--- config.mk ---
export PLATFORM = sky130hd
export DESIGN_NAME = atahost_pio_tctrl
export DESIGN_NICKNAME = d
export VERILOG_FILES = /design/src/rtl/atahost_pkg.sv /design/src/rtl/atahost_tcnt.sv /design/src/rtl/atahost_pio_tctrl.sv
export SDC_FILE = /design/constraint.sdc
export NUM_CORES = 1
export LEC_CHECK = 0
export CORE_UTILIZATION = 40
export CTS_CLUSTER_SIZE = 30
export DETAILED_ROUTE_END_ITERATION = 7
export PLACE_DENSITY_LB_ADDON = 0.05
export SYNTH_ARGS = -nofsm -noshare
export SYNTH_HDL_FRONTEND = slang
export SYNTH_SLANG_ARGS = --single-unit
--- constraint.sdc ---
create_clock -name clk -period 4.3 [get_ports clk]
set_input_delay 0.86 -clock clk [delete_from_list [all_inputs] [get_ports clk]]
set_output_delay 0.86 -clock clk [all_outputs]
set_load 0.01 [all_outputs]
--- src/rtl/atahost_pkg.sv ---
// Shared definitions for the atahost controller blocks: PIO state encoding
// and the PIO mode-0 timing defaults (phase lengths in cycles minus one).
package atahost_pkg;

   typedef enum logic [2:0] {
      ST_IDLE   = 3'd0,
      ST_SETUP  = 3'd1,
      ST_STROBE = 3'd2,
      ST_HOLD   = 3'd3,
      ST_EOC    = 3'd4
   } pio_state_e;

   localparam int unsigned PIO_M0_T1   = 6;
   localparam int unsigned PIO_M0_T2   = 28;
   localparam int unsigned PIO_M0_T4   = 2;
   localparam int unsigned PIO_M0_TEOC = 23;

endpackage

--- src/rtl/atahost_tcnt.sv ---
// Loadable phase down-counter with zero flag; load wins over decrement and
// the count saturates at zero so a stalled phase can sit at terminal count.
module atahost_tcnt #(
   parameter int TWIDTH = 8
) (
   input  logic              clk_i,
   input  logic              nreset_i,
   input  logic              rst_i,
   input  logic              load_i,
   input  logic              dec_i,
   input  logic [TWIDTH-1:0] load_val_i,
   output logic [TWIDTH-1:0] cnt_o,
   output logic              zero_o
);

   logic [TWIDTH-1:0] cnt_q, cnt_d;

   always_comb begin
      cnt_d = cnt_q;
      if (load_i)
         cnt_d = load_val_i;
      else if (dec_i && (cnt_q != '0))
         cnt_d = cnt_q - TWIDTH'(1);
   end

   always_ff @(posedge clk_i or negedge nreset_i) begin
      if (!nreset_i)
         cnt_q <= '0;
      else if (rst_i)
         cnt_q <= '0;
      else
         cnt_q <= cnt_d;
   end

   assign cnt_o  = cnt_q;
   assign zero_o = (cnt_q == '0);

endmodule

--- src/rtl/atahost_pio_tctrl.sv ---
// ATA host PIO timing controller: sequences one PIO access with registered strobes.
//   state  | meaning
//   IDLE   | waiting for go
//   SETUP  | address setup (T1), strobes low, oe driven on writes
//   STROBE | DIOR/DIOW active (T2), optionally stretched by IORDY
//   HOLD   | data hold after strobe (T4)
//   EOC    | end-of-cycle recovery (Teoc), bus released
module atahost_pio_tctrl
   import atahost_pkg::*;
#(
   parameter int TWIDTH = 8
) (
   input  logic              clk,
   input  logic              nReset,
   input  logic              rst,
   input  logic              go,
   input  logic              we,
   input  logic [TWIDTH-1:0] T1,
   input  logic [TWIDTH-1:0] T2,
   input  logic [TWIDTH-1:0] T4,
   input  logic [TWIDTH-1:0] Teoc,
   input  logic              IORDYen,
   input  logic              IORDY,
   output logic              busy,
   output logic              DIOR,
   output logic              DIOW,
   output logic              oe,
   output logic              dstrb,
   output logic              done
);

   pio_state_e        state_q, state_d;
   logic              we_q, ien_q;
   logic [TWIDTH-1:0] t2_q, t4_q, teoc_q;
   logic              iordy_s1_q, iordy_s2_q;
   logic              busy_q, dior_q, diow_q, oe_q, dstrb_q, done_q;
   logic              busy_d, dior_d, diow_d, oe_d, dstrb_d, done_d;
   logic              accept, we_n, zero_n;
   logic              cnt_load, cnt_dec, cnt_zero;
   logic [TWIDTH-1:0] cnt_val, cnt_ld_val;

   atahost_tcnt #(.TWIDTH(TWIDTH)) u_tcnt (
      .clk_i      (clk),
      .nreset_i   (nReset),
      .rst_i      (rst),
      .load_i     (cnt_load),
      .dec_i      (cnt_dec),
      .load_val_i (cnt_ld_val),
      .cnt_o      (cnt_val),
      .zero_o     (cnt_zero)
   );

   // done_q marks the cycle after EOC; a go there must not start a new access
   assign accept = (state_q == ST_IDLE) && go && !done_q;
   assign we_n   = accept ? we : we_q;

   always_comb begin
      state_d    = state_q;
      cnt_load   = 1'b0;
      cnt_dec    = 1'b0;
      cnt_ld_val = '0;
      case (state_q)
         ST_IDLE: begin
            if (accept) begin
               state_d    = ST_SETUP;
               cnt_load   = 1'b1;
               cnt_ld_val = T1;
            end
         end
         ST_SETUP: begin
            if (cnt_zero) begin
               state_d    = ST_STROBE;
               cnt_load   = 1'b1;
               cnt_ld_val = t2_q;
            end else
               cnt_dec = 1'b1;
         end
         ST_STROBE: begin
            if (cnt_zero) begin
               if (!ien_q || iordy_s2_q) begin
                  state_d    = ST_HOLD;
                  cnt_load   = 1'b1;
                  cnt_ld_val = t4_q;
               end
            end else
               cnt_dec = 1'b1;
         end
         ST_HOLD: begin
            if (cnt_zero) begin
               state_d    = ST_EOC;
               cnt_load   = 1'b1;
               cnt_ld_val = teoc_q;
            end else
               cnt_dec = 1'b1;
         end
         ST_EOC: begin
            if (cnt_zero)
               state_d = ST_IDLE;
            else
               cnt_dec = 1'b1;
         end
         default: state_d = ST_IDLE;
      endcase
   end

   // Look one cycle ahead so dstrb can be registered: the synchronizer's next
   // output is the current first-stage value.
   always_comb begin
      if (cnt_load)
         zero_n = (cnt_ld_val == '0);
      else if (cnt_dec)
         zero_n = (cnt_val == TWIDTH'(1));
      else
         zero_n = cnt_zero;
      busy_d  = (state_d != ST_IDLE);
      oe_d    = we_n && ((state_d == ST_SETUP) || (state_d == ST_STROBE) ||
                         (state_d == ST_HOLD));
      dior_d  = (state_d == ST_STROBE) && !we_n;
      diow_d  = (state_d == ST_STROBE) && we_n;
      dstrb_d = dior_d && zero_n && (!ien_q || iordy_s1_q);
      done_d  = (state_q == ST_EOC) && cnt_zero;
   end

   always_ff @(posedge clk or negedge nReset) begin
      if (!nReset) begin
         iordy_s1_q <= 1'b0;
         iordy_s2_q <= 1'b0;
      end else if (rst) begin
         iordy_s1_q <= 1'b0;
         iordy_s2_q <= 1'b0;
      end else begin
         iordy_s1_q <= IORDY;
         iordy_s2_q <= iordy_s1_q;
      end
   end

   always_ff @(posedge clk or negedge nReset) begin
      if (!nReset) begin
         we_q   <= 1'b0;
         ien_q  <= 1'b0;
         t2_q   <= '0;
         t4_q   <= '0;
         teoc_q <= '0;
      end else if (rst) begin
         we_q   <= 1'b0;
         ien_q  <= 1'b0;
         t2_q   <= '0;
         t4_q   <= '0;
         teoc_q <= '0;
      end else if (accept) begin
         we_q   <= we;
         ien_q  <= IORDYen;
         t2_q   <= T2;
         t4_q   <= T4;
         teoc_q <= Teoc;
      end
   end

   always_ff @(posedge clk or negedge nReset) begin
      if (!nReset) begin
         state_q <= ST_IDLE;
         busy_q  <= 1'b0;
         dior_q  <= 1'b0;
         diow_q  <= 1'b0;
         oe_q    <= 1'b0;
         dstrb_q <= 1'b0;
         done_q  <= 1'b0;
      end else if (rst) begin
         state_q <= ST_IDLE;
         busy_q  <= 1'b0;
         dior_q  <= 1'b0;
         diow_q  <= 1'b0;
         oe_q    <= 1'b0;
         dstrb_q <= 1'b0;
         done_q  <= 1'b0;
      end else begin
         state_q <= state_d;
         busy_q  <= busy_d;
         dior_q  <= dior_d;
         diow_q  <= diow_d;
         oe_q    <= oe_d;
         dstrb_q <= dstrb_d;
         done_q  <= done_d;
      end
   end

   assign busy  = busy_q;
   assign DIOR  = dior_q;
   assign DIOW  = diow_q;
   assign oe    = oe_q;
   assign dstrb = dstrb_q;
   assign done  = done_q;

endmodule

* After elaboration in Yosys (flattened, before gate mapping)
Index checks and enable logic that the tools add are counted.
Operators by class: add/sub/neg operators 1, equal/unequal tests 8, multiplexer cells 44, reductions and logical operators 25
Operators by type and width (count):
- $mux 8 | 14
- $pmux 8 s4 | 1
- $mux 3 | 7
- $mux 1 | 20
- $logic_not 8->1 | 2
- $pmux 3 s5 | 1
- $eq 3x2->1 const B | 4
- $logic_and 1x1->1 | 9
- $eq 8x1->1 const B | 1
- $reduce_bool 8->1 | 1
- $sub 8x1->8 const B | 1
- $eq 3x1->1 const B | 2
- $reduce_bool 3->1 | 2
- $logic_or 1x1->1 | 4
- $reduce_or 4->1 | 1
- $eq 3x3->1 const B | 1
- $logic_not 1->1 | 3
- $logic_not 3->1 | 1
- $pmux 1 s3 | 1
- $reduce_bool 2->1 | 1
- $reduce_or 2->1 | 1
Word-level totals: register bits 45, output and inout port bits 6, word-level logic and storage cells 93

* Logic depth before layout (Yosys ltp)
Gate-level depths: netlist (run 1).
depth in word-level cells 10, mapped depth 8

* Cells and area by module
A second synthesis (run 1) with hierarchy kept.
Unflattened totals: cell total of the unflattened synthesis 248, area, all modules 2326.0 um^2
By module, submodules not included:
- atahost_pio_tctrl | instances 1, cells each 192, area an instance 1785.5 um^2, sequential area each 925.9 um^2
- atahost_tcnt | instances 1, cells each 56, area an instance 540.5 um^2, sequential area each 200.2 um^2

* Least setup slack after synthesis (run 1)
Ideal clock, no wire load.
kind in2reg, from input port go, to register dstrb_q (netlist: dstrb), setup time 96 ps, data arrival time 2251 ps, required time 4204 ps, path slack 1953 ps, stages 5, path buffers 0, cells stage by stage or4b_1 -> nor3b_1 -> a311oi_1 -> or4b_2 -> nor4_2
On the way: longest elaborated chain between the ends 9, elaborated cells between the ends (all ways) 17, those cells by class eq/ne: 1; mux: 9; reduce/logical: 7
RTL lines:
- start, declared | line atahost_pio_tctrl.sv:16 | input logic go,
- $logic_and 1x1->1 (*) (2 in a row) | line atahost_pio_tctrl.sv:54 | assign accept = (state_q == ST_IDLE) && go && !done_q;
- $mux 8 / $mux 3 (equally long branches) | line atahost_pio_tctrl.sv:64 | if (accept) begin
- $pmux 8 s4 / $pmux 3 s5 (equally long branches) | line atahost_pio_tctrl.sv:62 | case (state_q)
- $logic_not 8->1 / $eq 3x2->1 (equally long branches) | line atahost_pio_tctrl.sv:110, atahost_pio_tctrl.sv:118
- $mux 1 / $logic_and 1x1->1 (equally long branches) | line atahost_pio_tctrl.sv:109, atahost_pio_tctrl.sv:118
- $logic_and 1x1->1 (*) (2 in a row) | line atahost_pio_tctrl.sv:120 | dstrb_d = dior_d && zero_n && (!ien_q || iordy_s1_q);
- $mux 1 (*) | line atahost_pio_tctrl.sv:168 | end else if (rst) begin
- end signal, assigned | line atahost_pio_tctrl.sv:182 | dstrb_q <= dstrb_d;
- end, declared | line atahost_pio_tctrl.sv:36 | logic busy_q, dior_q, diow_q, oe_q, dstrb_q, done_q;
Mark *: on every way between the ends. The rest lies on a longest branch, timed or not. A chain may end at the register's enable or synchronous reset.

* Worst setup path after layout (run 1)
from input port go, to register u_tcnt.cnt_q[0] (netlist: u_tcnt.cnt_o[0])
On the way: longest elaborated chain between the ends 6, elaborated cells between the ends (all ways) 9, those cells by class mux: 6; reduce/logical: 3
RTL lines:
- $logic_and 1x1->1 (*) (2 in a row) | line atahost_pio_tctrl.sv:54
- $mux 8 / $mux 1 (equally long branches) | line atahost_pio_tctrl.sv:64
- $pmux 8 s4 / $pmux 1 s3 (equally long branches) | line atahost_pio_tctrl.sv:62
- $mux 8 | line atahost_tcnt.sv:20 | if (load_i)
- $mux 8 | line atahost_tcnt.sv:29 | else if (rst_i)
- end signal, assigned | line atahost_tcnt.sv:32 | cnt_q <= cnt_d;
- end, declared | line atahost_tcnt.sv:16 | logic [TWIDTH-1:0] cnt_q, cnt_d;
Marks and branches as above.

==> results by group, run 1 <==
Run status
  • Run status: finished clean

Drt
  • Vias per cell: 5.50
  • 1st-iter DRT viols: 156
  • TritonRoute pass-1 iters: 4
  • WL/cell: 15.8 um
  • Vias: 2113
  • DRC viols: 0
  • Total Routed Length: 6.08 mm
  • Routed Antenna Nets: 0

Clocking
  • CTS buffer count: 5
  • Clock transition at the registers of the reported paths: 0.08 ns
  • H-tree depth: 2
  • Root buffer cell: clkbuf_8
  • Hold-fix buffers, CTS: 0
  • CTS tree: built
  • CTS Sinks: 45
  • Post CTS Setup Buffer Count: 0
  • # resized after CTS: 0
  • Clock buffer depth: 2
  • Clk Latency, worst-skew pair: 0.30 ns

Floorplan
  • Die area: 6580 sq um
  • Floorplan row count: 28
  • Initial Util: 41.8%
  • Die Wd: 81.1 um
  • Core area: 5990 sq um
  • IO Count: 45
  • Die height: 81.1 um

Global routing
  • Initial antenna violation count: 0
  • Largest net degree at the start of global routing: 46
  • Overall routing resource usage: 20.7%
  • Vias in the first global route: 2033
  • GR Overflow Total: 0
  • First-pass GRT wire length: 10.2 mm

Pwr
  • Maximum vdd drop: 0.000212 V
  • Clock Power Share: 17.5%
  • Internal power: 0.905 mW
  • Lkg Pwr: 1.23 nW
  • Pwr/cell area: 512 nW/um^2
  • Switching share of total power: 41.6%
  • Flop pwr share: 37.4%
  • Sw power: 0.644 mW
  • Gate power share: 45.2%

Timing
  • Hold Vio Cnt, Final: 0
  • Normalized max-slew margin: 33.3%
  • RSZ-0062 raised after global routing: no
  • Period utilization: 71.6%
  • Final setup viols: 0
  • Final Max Tran Viols: 0
  • Worst Tran Pin Value: 1.00 ns
  • Fmax: 325 MHz
  • Setup TNS: 0 ns
  • Hold Slack: 0.521 ns
  • Layout Skew: 0.00874 ns
  • Fin crit period: 3.08 ns

Synthesis
  • Count of cell types in the netlist: 55
  • Synth Area in Compound Gates: 18.5%
  • Ranking of synthesized cells by area: dfrtp_1, nand2_1, a21oi_1
  • Adder-cell share of the synthesized area: 1.50%
  • Mapped Avg Cell Area: 9.10 sq um
  • EDFF count, synth: 0
  • FFs w/ async S/R, synth: 100%
  • Synth Net Count: 317
  • Mapped Area: 2500 sq um
  • Synth Instances: 275
  • Post-synth top area share: 45.0%
  • Most instantiated cells after synthesis: nand2_1, dfrtp_1, a21oi_1
  • Register area share after synthesis: 45.0%
  • Mux share of post-synthesis cell area: 4.25%
  • Xor/xnor share of the synthesized area: 1.40%
  • Synthesis warning total: 0
  • Main combinational cell family by area after synthesis: simple AND/OR/NAND/NOR gates
  • Top FF cell, synth: dfrtp_1
  • Area leader, netlist: dfrtp_1
  • Simple-Gate Fraction of Synth Area: 23.7%
  • Top-count cell post-synth: nand2_1
  • #FFs+latches synth: 45

Setup path
  • Critical Path AT: 3.27 ns
  • Setup crit start kind: input pin
  • Kind of critical path: in -> reg
  • Critical Path RT: 4.49 ns
  • Crit. End Element: flop
  • Worst-path fanout max: 22

Layout
  • Antenna Cells: 0
  • Layout area overhead: 20.8%
  • Layout cells sized above 1: 9.06%
  • Nets@finish: 351

Placed design
  • DP HPWL: 4.29 mm
  • RePlAce Congestion: 0.810
  • I/O Buffers: 44

Run
  • Maxcap violations: 0

Worst hold path
  • Worst hold path class: reg -> reg
worst max-delay path, cell delays in order:
cell             delay (ns)
clkdlybuf4s50_1        0.46
or4b_1                 0.54
nor2_4                 0.33
buf_4                  0.32
a21oi_1                0.16
or2_2                  0.33
a221oi_1               0.27
state kept, by name, summed over array words and instances, names as in the netlist, 3 cells and up:
name / flops
t2_q: 8
t4_q: 8
teoc_q: 8
u_tcnt.cnt_o: 8
state_q: 3
placed cells by master (no fill, tap or decap), types with 3 or more instances in the layout:
cell type,count
nand2_1,56
ha_1,3
dfrtp_1,45
clkdlybuf4s50_1,43
xor2_1,4
nand3_1,6
nor2_1,14
a311oi_1,3
a32oi_1,5
nor4_1,3
o21ai_0,6
inv_1,6
nor2b_1,3
o22ai_1,4
a21oi_1,39
clkbuf_8,6
o31ai_1,3
mux2_2,5
nor3b_1,7
buf_4,3
mux2i_1,5
per-layer routing:
metal	share of wire, %	GRT usage, %	wire length, um	up-vias
met2	48	32.0	2900	58
met5	0	0	0	-
met4	1.6	6.43	100	0
li1	-	-	-	1046
met3	4.6	3.93	281	10
met1	46	29.3	2790	999
power groups by stage:
stage               clock (mW)  sequential, mW  combinational, mW
detailed placement           0           0.585              0.704
global placement             0           0.585              0.701
floorplan                    0           0.553              0.556
finish                   0.271           0.578              0.699
CTS                      0.276           0.578              0.706
global route             0.296           0.590              0.783
logic make-up after synthesis:
kind of cell | Yosys count
buffers and inverters | 26
flip-flops | 45
AO/OA/AOI/OAI | 73
AND/OR/NAND/NOR | 114
XOR/XNOR | 4
multiplexers | 10
adder cells (fa/ha/maj) | 3
area by class of cell:
cell class	instances	area, sq um
clock inverter	1	7.51
clock buffer	6	82.6
multi-input combinational	204	1230
inverter	6	22.5
fill	589	2970
tap	75	93.8
sequential	45	1130
timing repair buffer	47	458
per-stage QoR:
stage               setup WS, ns  cell area (sq um)  util [%]  cells  total power, mW
CTS                         1.21               3020      50.5    384             1.56
global placement           0.953               2930      49.0    377             1.29
finish                      1.22               3020      50.5    384             1.55
global route                1.02               3020      50.5    384             1.67
detailed placement         0.891               2930      49.0    377             1.29
floorplan                   1.95               2500         -    275             1.11
path summary, 6_finish.rpt:
path	startpoint	to	slack, ns	depth (start not counted)
worst max-delay path	go	u_tcnt.cnt_o[0]	1.22	7
worst min-delay path	teoc_q[2]	teoc_q[2]	0.52	2
worst max register to register	state_q[2]	u_tcnt.cnt_o[0]	1.40	6
worst min register to register	teoc_q[2]	teoc_q[2]	0.52	2
max in group asynchronous	nReset	u_tcnt.cnt_o[3]	2.95	1
min in group asynchronous	nReset	busy	0.72	1
Power figures use the tool's default switching activity.
==> run 2, diff against run 1 <==
- clock period: 4.3 -> 2.6 ns (I/O delays scaled with it)
==> run 2 against run 1 <==
Against the previous run:
- critical path depth fell by 2
- cell area grew 4.6%
- sequential share of layout area shrank 1.5 points
- combinational power grew 85%
- sequential power grew 66%
- first-iteration DRC count down 3.2%
- highest routed layer unchanged
==> results by group, run 2 (synthesis gave the netlist of run 1 again) <==
Floorplan
  • Core area: 5990 sq um
  • Die height: 81.1 um
  • Initial Util: 41.8%
  • Die area: 6580 sq um
  • Floorplan row count: 28
  • Die Wd: 81.1 um
  • IO Count: 45

Layout
  • Finished Cell Area: 3160 sq um
  • Fin cells: 401
  • Layout cells sized above 1: 15.0%
  • Layout area overhead: 26.3%
  • Nets@finish: 367
  • Commonest non-fill, non-tap cell in the layout: nand2_1
  • Most frequent cells in the layout: nand2_1, dfrtp_1, clkdlybuf4s50_1, a21oi_1, buf_4
  • Antenna Cells: 0

Timing
  • Final setup viols: 0
  • Normalized max-slew margin: 64.5%
  • Period utilization: 93.6%
  • Hold Slack: 0.120 ns
  • RSZ-0062 raised after global routing: no
  • Setup TNS: 0 ns
  • Fmax: 411 MHz
  • Layout Skew: 0.00327 ns
  • Final Max Tran Viols: 0
  • Fin crit period: 2.43 ns
  • Hold Vio Cnt, Final: 0
  • Worst Tran Pin Value: 0.529 ns

Clocking
  • Root buffer cell: clkbuf_8
  • Clock transition at the registers of the reported paths: 0.09 ns
  • Post CTS Setup Buffer Count: 0
  • Clock buffer depth: 2
  • Clk Latency, worst-skew pair: 0.30 ns
  • H-tree depth: 2
  • CTS buffer count: 5
  • CTS Sinks: 45
  • CTS tree: built

Run status
  • Run status: finished clean

Placed design
  • Area post-placement: 3050 sq um
  • I/O Buffers: 44
  • DP HPWL: 4.80 mm
  • RePlAce Congestion: 0.949
  • Placed cell count: 393

Setup path
  • Cells along the critical path: or4_1, or4_4, a211oi_4, nand3_2, nor4_2
  • Critical path's slowest cell: or4_1
  • Slowest cell delay on critical path: 0.70 ns
  • Worst-path fanout max: 8
  • Critical Path AT: 2.65 ns
  • Crit. End Element: flop
  • Kind of critical path: reg -> reg
  • Setup crit start kind: flop
  • Critical Path RT: 2.81 ns

Pwr
  • Maximum vdd drop: 0.000472 V
  • Pwr/cell area: 861 nW/um^2
  • Lkg Pwr: 1.32 nW

Global routing
  • Overall routing resource usage: 22.0%
  • Initial antenna violation count: 0
  • First-pass GRT wire length: 10.7 mm
  • Vias in the first global route: 2184
  • Largest net degree at the start of global routing: 27
  • GR Overflow Total: 0

Drt
  • Vias per cell: 5.52
  • Total Routed Length: 6.49 mm
  • Vias: 2214
  • DRC viols: 0
  • Routed Antenna Nets: 0
  • 1st-iter DRT viols: 151
  • TritonRoute pass-1 iters: 4
  • WL/cell: 16.2 um

Run
  • Maxcap violations: 0

Worst hold path
  • Worst hold path class: in -> async
[run 2: path summary, 6_finish.rpt]
kind / slack (ns) / startpoint / end / cells past startpoint
worst max-delay path: 0.17 / u_tcnt.cnt_o[5] / dstrb / 5
worst min-delay path: 0.12 / nReset / busy / 1
worst max register to register: 0.17 / u_tcnt.cnt_o[5] / dstrb / 5
worst min register to register: 0.50 / iordy_s1_q / iordy_s2_q / 1
max in group asynchronous: 1.93 / nReset / iordy_s2_q / 2
min in group clk: 0.50 / iordy_s1_q / iordy_s2_q / 1
[run 2: per-layer routing]
| layer | vias up | GRT usage [%] | wire (um) |
|---|---|---|---|
| met2 | 65 | 33.3 | 2970 |
| li1 | 1081 | - | - |
| met4 | 0 | 8.75 | 203 |
| met1 | 1052 | 30.8 | 3020 |
| met3 | 16 | 4.49 | 297 |
| met5 | - | 0 | 0 |
[run 2: area by class of cell]
| type | count | area (sq um) |
|---|---|---|
| flip-flops and latches | 45 | 1130 |
| inverters | 6 | 22.5 |
| clock inverters | 2 | 13.8 |
| repair buffers | 63 | 578 |
| well taps | 75 | 93.8 |
| multi-input cells | 204 | 1240 |
| clock buffers | 6 | 82.6 |
| fillers | 572 | 2830 |
[run 2: worst max-delay path: cells and delay by family, from the launching register on]
kind            cells  cell delay [ns]
compound gates      1             0.33
flops               1             0.41
simple gates        4             1.60
[run 2: power by group]
part	internal, mW	total [mW]	switching (mW)
Clock	0.216	0.471	0.255
Combinational	0.555	1.29	0.735
Sequential	0.826	0.962	0.135
[run 2: metrics by stage]
stage                     utilization [%]  setup WS [ns]  power, mW
after floorplan                         -          0.350       1.84
after global placement               51.0         0.0925       2.22
after detailed placement             51.0         0.0264       2.22
after CTS                            52.6         0.0962       2.69
after global routing                 52.8         0.0307       2.92
final                                52.8          0.166       2.72
[run 2: what timing repair did]
item	CTS	global route
setup endpoints to repair	0	1
hold buffers	0	0
gates resized for setup	0	4
==> RTL edit 1: new RTL, config.mk and constraints of run 1 <==
`TWIDTH` is set to 8 in 2 places; all go to 12.
--- a/src/rtl/atahost_tcnt.sv
+++ b/src/rtl/atahost_tcnt.sv
@@ -2,5 +2,5 @@
 // the count saturates at zero so a stalled phase can sit at terminal count.
 module atahost_tcnt #(
-   parameter int TWIDTH = 8
+   parameter int TWIDTH = 12
 ) (
    input  logic              clk_i,
--- a/src/rtl/atahost_pio_tctrl.sv
+++ b/src/rtl/atahost_pio_tctrl.sv
@@ -9,5 +9,5 @@
    import atahost_pkg::*;
 #(
-   parameter int TWIDTH = 8
+   parameter int TWIDTH = 12
 ) (
    input  logic              clk,
Interface: changed (resized T1, T2, T4 and Teoc); port bits go from 45 to 61. The function was not compared with the original's and may differ.
==> RTL edit 1 against run 1 <==
- sequential cell count grew 16
- synthesized area grew 26%
- setup slack gained 0.30 ns
- total power grew 46%
- sequential share of layout area grew 0.43 points
- clock power grew 110%
- routed wire length grew 41%
- combinational power grew 32%
- final area grew 34%
- largest power group unchanged
- non-clock buffer count grew 18
==> RTL edit 1: results (changes against run 1) <==
- Register area share after synthesis: 48.2% (was 45.0%)
- Crit path largest cell delay: 0.58 ns (was 0.54 ns)
- Clock Pin Slew Worst Setup and Hold Paths: 0.07 ns
- Clock Skew: 0.00759 ns (was 0.00874 ns)
- Post-synth top cells: nand2_1, dfrtp_1, a21oi_1, nor2_1, clkbuf_1 (unchanged)
- Status: finished, final reports clean (unchanged)
- Clock Tree Root: clkbuf_8 (unchanged)
- Worst-Skew Late Latency: 0.34 ns (was 0.30 ns)
- IO buf count: 60 (was 44)
- Critical path arrival: 3.02 ns (was 3.27 ns)
- Total CTS buffers: 9 (was 5)
- Top cells by area, synth: dfrtp_1, nand2_1, a21oi_1 (unchanged)
- Antenna-violating nets left: 0 (unchanged)
- H-tree depth: 3 (was 2)
- Nets: 475 (was 351)
- Largest fanout on the critical path: 10 (was 22)
- HP Class: flop to flop (unchanged)
- Net Count, Synth: 421 (was 317)
- Synth top area share: 48.2% (was 45.0%)
- Total GRT Usage: 22.4% (was 20.7%)
- Vias in the first global route: 2722 (was 2033)
- Hold path startpoint: we_q (was teoc_q[2])
- Slowest-stage cell, CP: nor4_4 (was or4b_1)
- Vias per cell: 5.42 (was 5.50)
- Post-Route WL: 8590 um (was 6080 um)
- Routability congestion estimate: 0.840 (was 0.810)
- First-pass GRT wire length: 14300 um (was 10200 um)
- Post-CTS Resized: 0 (unchanged)
- Reg2reg setup slack: 1.52 ns (was 1.40 ns)
- Critical path's top delay family: simple AND/OR/NAND/NOR gates (unchanged)
- Max_slew headroom: 35.2% (was 33.3%)
- Ys Warns: 0 (unchanged)
- Post-synth ARST share: 100% (unchanged)
- HPWL after DPL: 6010 um (was 4290 um)
- DRT iter0 DRCs: 167 (was 156)
- Synth cell types: 34 (was 55)
- Share of post-route cells with drive strength above 1: 6.65% (was 9.06%)
- Largest net degree at the start of global routing: 55 (was 46)
- Leak Pwr: 0.00169 uW (was 0.00123 uW)
- Setup CP Type: flop to flop (was primary input to flop)
- FF-to-FF Start: u_tcnt.cnt_o[8] (was state_q[2])
- Max IR drop VDD: 0.207 mV (was 0.212 mV)
- R2r endpoint: dstrb (was u_tcnt.cnt_o[0])
RTL edit 1: layout make-up:
cell class	instances	area [sq um]
Inverter	4	15.0
Timing Repair Buffer	65	628
Clock buffer	10	138
Multi-Input combinational cell	276	1540
Tap cell	102	128
Sequential cell	61	1530
Clock inverter	5	75.1
Fill cell	772	3630
RTL edit 1: how the worst min path moves through the flow:
stage	end	slack [ns]	depth (start not counted)
6_report	DIOR	0.47	1
3_3_place_gp	DIOR	0.47	1
3_5_place_dp	DIOR	0.46	1
5_1_grt	DIOR	0.49	1
4_1_cts	DIOR	0.47	1
2_1_floorplan	DIOR	0.42	1
RTL edit 1: through the flow:
step	cell area [sq um]	power (uW)	setup WS (ns)	cells
floorplan	3170	1430	1.81	363
global placement	3840	1690	1.20	508
detailed placement	3840	1700	1.19	508
finish	4050	2260	1.52	523
CTS	4050	2270	1.50	523
global route	4050	2420	1.27	523
RTL edit 1: worst register-to-register path: stages (launching register included):
cell	delay (ns)
dfrtp_1	0.43
nor4_4	0.58
nand4_1	0.30
and2_1	0.23
or4b_1	0.56
or4_1	0.44
nor4_2	0.14
RTL edit 1: report_power, final:
group / switching [uW] / internal, uW / leakage, uW
logic: 549 / 376 / 0.000760
registers: 90.8 / 677 / 0.000822
clock network: 227 / 336 / 0.000112
total: 867 / 1390 / 0.00169
RTL edit 1: layer usage:
layer | up-vias | track usage [%] | routed length [um]
met3 | 11 | 4.77 | 344
met2 | 73 | 35.5 | 4180
met5 | - | 0 | 0
met1 | 1372 | 31.2 | 3940
li1 | 1378 | - | -
met4 | 0 | 5.95 | 123
RTL edit 1: cells by family after synthesis:
family / Yosys count / synth area share, %
buffers and inverters: 26 / 3.24
muxes: 15 / 4.74
and+or+nand+nor: 173 / 25.2
DFF: 61 / 48.2
adders and majority gates: 3 / 1.19
AOI/OAI and AO/OA: 81 / 16.3
xor gates and xnor gates: 4 / 1.11
==> RTL edit 2: new RTL, flow settings as in run 1 <==
Made on the original files. Re-encode `pio_state_e` (5 states) as one-hot, 5 bits wide.
--- a/src/rtl/atahost_pkg.sv
+++ b/src/rtl/atahost_pkg.sv
@@ -3,10 +3,10 @@
 package atahost_pkg;
 
-   typedef enum logic [2:0] {
-      ST_IDLE   = 3'd0,
-      ST_SETUP  = 3'd1,
-      ST_STROBE = 3'd2,
-      ST_HOLD   = 3'd3,
-      ST_EOC    = 3'd4
+   typedef enum logic [4:0] {
+      ST_IDLE   = 5'b00001,
+      ST_SETUP  = 5'b00010,
+      ST_STROBE = 5'b00100,
+      ST_HOLD   = 5'b01000,
+      ST_EOC    = 5'b10000
    } pio_state_e;
 
Check against the original RTL: no difference found for any inputs over 10 cycles, from zero or initial values and one cycle with nReset low; not proved beyond that.
==> RTL edit 2 against run 1 <==
- final area down 0.79%
- synthesized area down 0.80%
- setup slack better by 0.24 ns
- utilization down 0.10 points
- sequential share of layout area up 2.0 points
- largest cell class is now registers
- first-iteration DRC count up 27%
- routed wire length up 0.48%
- sequential cell count up 2
- via count up 0.14%
- cell count down 0.26%
Power is not compared: it rests on default switching activity, and its combinational part moved more than twofold at a synthesized area within 25%.
==> RTL edit 2: results (changes against run 1) <==
- Status: finished, final reports clean (unchanged)
- Met2 Usage GRT: 31.7% (was 32.0%)
- Total GRT Usage: 20.8% (was 20.7%)
- WHS Path Cells: 1 (was 2)
- Top cells by area, synth: dfrtp_1, nand2_1, a21oi_1 (unchanged)
- Measured slew at the worst slew-check pin: 1.05 ns (was 1.00 ns)
- # setup viols final: 0 (unchanged)
- DRT Pass-1 Iters: 4 (unchanged)
- Total CTS buffers: 5 (unchanged)
- Net Count, Synth: 315 (was 317)
- Synth cell types: 52 (was 55)
- Largest net degree at the start of global routing: 48 (was 46)
- Clock Tree Root: clkbuf_8 (unchanged)
- R2R cell count: 7 (was 6)
- IO buf count: 44 (unchanged)
- GR Layer Usage met3: 3.93% (unchanged)
- Post-CTS Setup Bufs: 0 (unchanged)
- Hold endpoint: iordy_s2_q (was teoc_q[2])
- Switching share of power: 30.8%
- Worst-Skew Late Latency: 0.30 ns (about the same)
- Routability congestion estimate: 0.844 (was 0.810)
- First-pass GRT wire length: 10300 um (was 10200 um)
- Clk buf depth: 2 (unchanged)
- Clock Pin Slew Worst Setup and Hold Paths: 0.09 ns
- Post-synth top cells: nand2_1, dfrtp_1, a21oi_1, nor2_1, buf_2 (was nand2_1, dfrtp_1, a21oi_1, nor2_1, clkbuf_1)
- Share of post-route cells with drive strength above 1: 6.17% (was 9.06%)
- Critical path arrival: 3.04 ns (was 3.27 ns)
- Antenna diodes: 0 (unchanged)
- Clock Skew: 0.00855 ns (was 0.00874 ns)
- Ys Warns: 0 (unchanged)
- Post-CTS Resized: 0 (unchanged)
- Nets: 349 (was 351)
- Post-synth ARST share: 100% (unchanged)
- H-tree depth: 2 (unchanged)
- DRT iter0 DRCs: 198 (was 156)
- Pre-CTS WS: 1.15 ns (was 0.891 ns)
- Initial antenna violation count: 0 (unchanged)
- R2r endpoint: u_tcnt.cnt_o[1] (was u_tcnt.cnt_o[0])
- Register area share after synthesis: 47.4% (was 45.0%)
- Post-Route WL: 6110 um (was 6080 um)
- Vias per cell: 5.52 (was 5.50)
- HP Class: flop to flop (unchanged)
- FF-to-FF Start: state_q[2] (unchanged)
- Hold path startpoint: iordy_s1_q (was teoc_q[2])
- Largest fanout on the critical path: 21 (was 22)
- Top FF cell, synth: dfrtp_1 (unchanged)
- Reg2reg setup slack: 1.59 ns (was 1.40 ns)
- Max IR drop VDD: 0.130 mV
- Met1 Use GR: 30.4% (was 29.3%)
- HPWL after DPL: 4160 um (was 4290 um)
- Vias in the first global route: 2084 (was 2033)
- Leak Pwr: 0.00128 uW
==> RTL edit 2: worst max path at each step <==
stage	from	to	slack, ns	cells after the start
finish	go	u_tcnt.cnt_o[1]	1.47	7
global route	go	u_tcnt.cnt_o[1]	1.30	7
CTS	go	u_tcnt.cnt_o[1]	1.46	7
detailed placement	go	u_tcnt.cnt_o[1]	1.15	7
global placement	go	u_tcnt.cnt_o[1]	1.21	7
floorplan	go	dstrb	2.13	6
==> RTL edit 2: power by group through the flow <==
stage	Combinational (uW)	Sequential (uW)	Clock [uW]
detailed placement	218	501	0
CTS	218	493	273
floorplan	149	494	0
global route	242	498	288
finish	218	493	266
global placement	218	501	0
==> RTL edit 2: stage by stage <==
step	area, sq um	std cells	power, uW	hold slack [ns]
finish	3000	383	977	0.504
detailed placement	2920	375	719	0.485
floorplan	2480	273	643	0.465
CTS	3000	383	985	0.511
global placement	2920	375	719	0.475
global route	3000	383	1030	0.527
==> RTL edit 2: cells by family (layout without fill, tap and decap cells) <==
family          after synthesis  count (layout)  share of synthesized area, %
simple gates                119             119                          23.7
compound gates               75              75                          20.6
flops                        47              47                          47.4
buf+inv                      26              61                          5.70
fa+ha+maj                     3               3                          1.51
xor+xnor                      3               3                          1.06
==> RTL edit 2: per-layer routing <==
| layer | vias up | wire [um] |
|---|---|---|
| met4 | 0 | 65 |
| met5 | - | 0 |
| met2 | 46 | 2730 |
| li1 | 1040 | - |
| met3 | 6 | 271 |
| met1 | 1024 | 3040 |
==> RTL edit 2: worst max-delay path, stage by stage <==
cell and delay, ns:
clkdlybuf4s50_1 0.47, and4b_1 0.75, buf_4 0.36, a32o_1 0.16
a221o_1 0.13, a21oi_1 0.04, a311oi_1 0.27
==> RTL edit 2: area by class of cell <==
class                           instances  area, sq um
Fill cell                             602         2960
Sequential cell                        47         1180
Multi-Input combinational cell        200         1160
Timing Repair Buffer                   47          458
Tap cell                               75         93.8
Clock buffer                            6         72.6
Inverter                                6         22.5
Clock inverter                          2         12.5
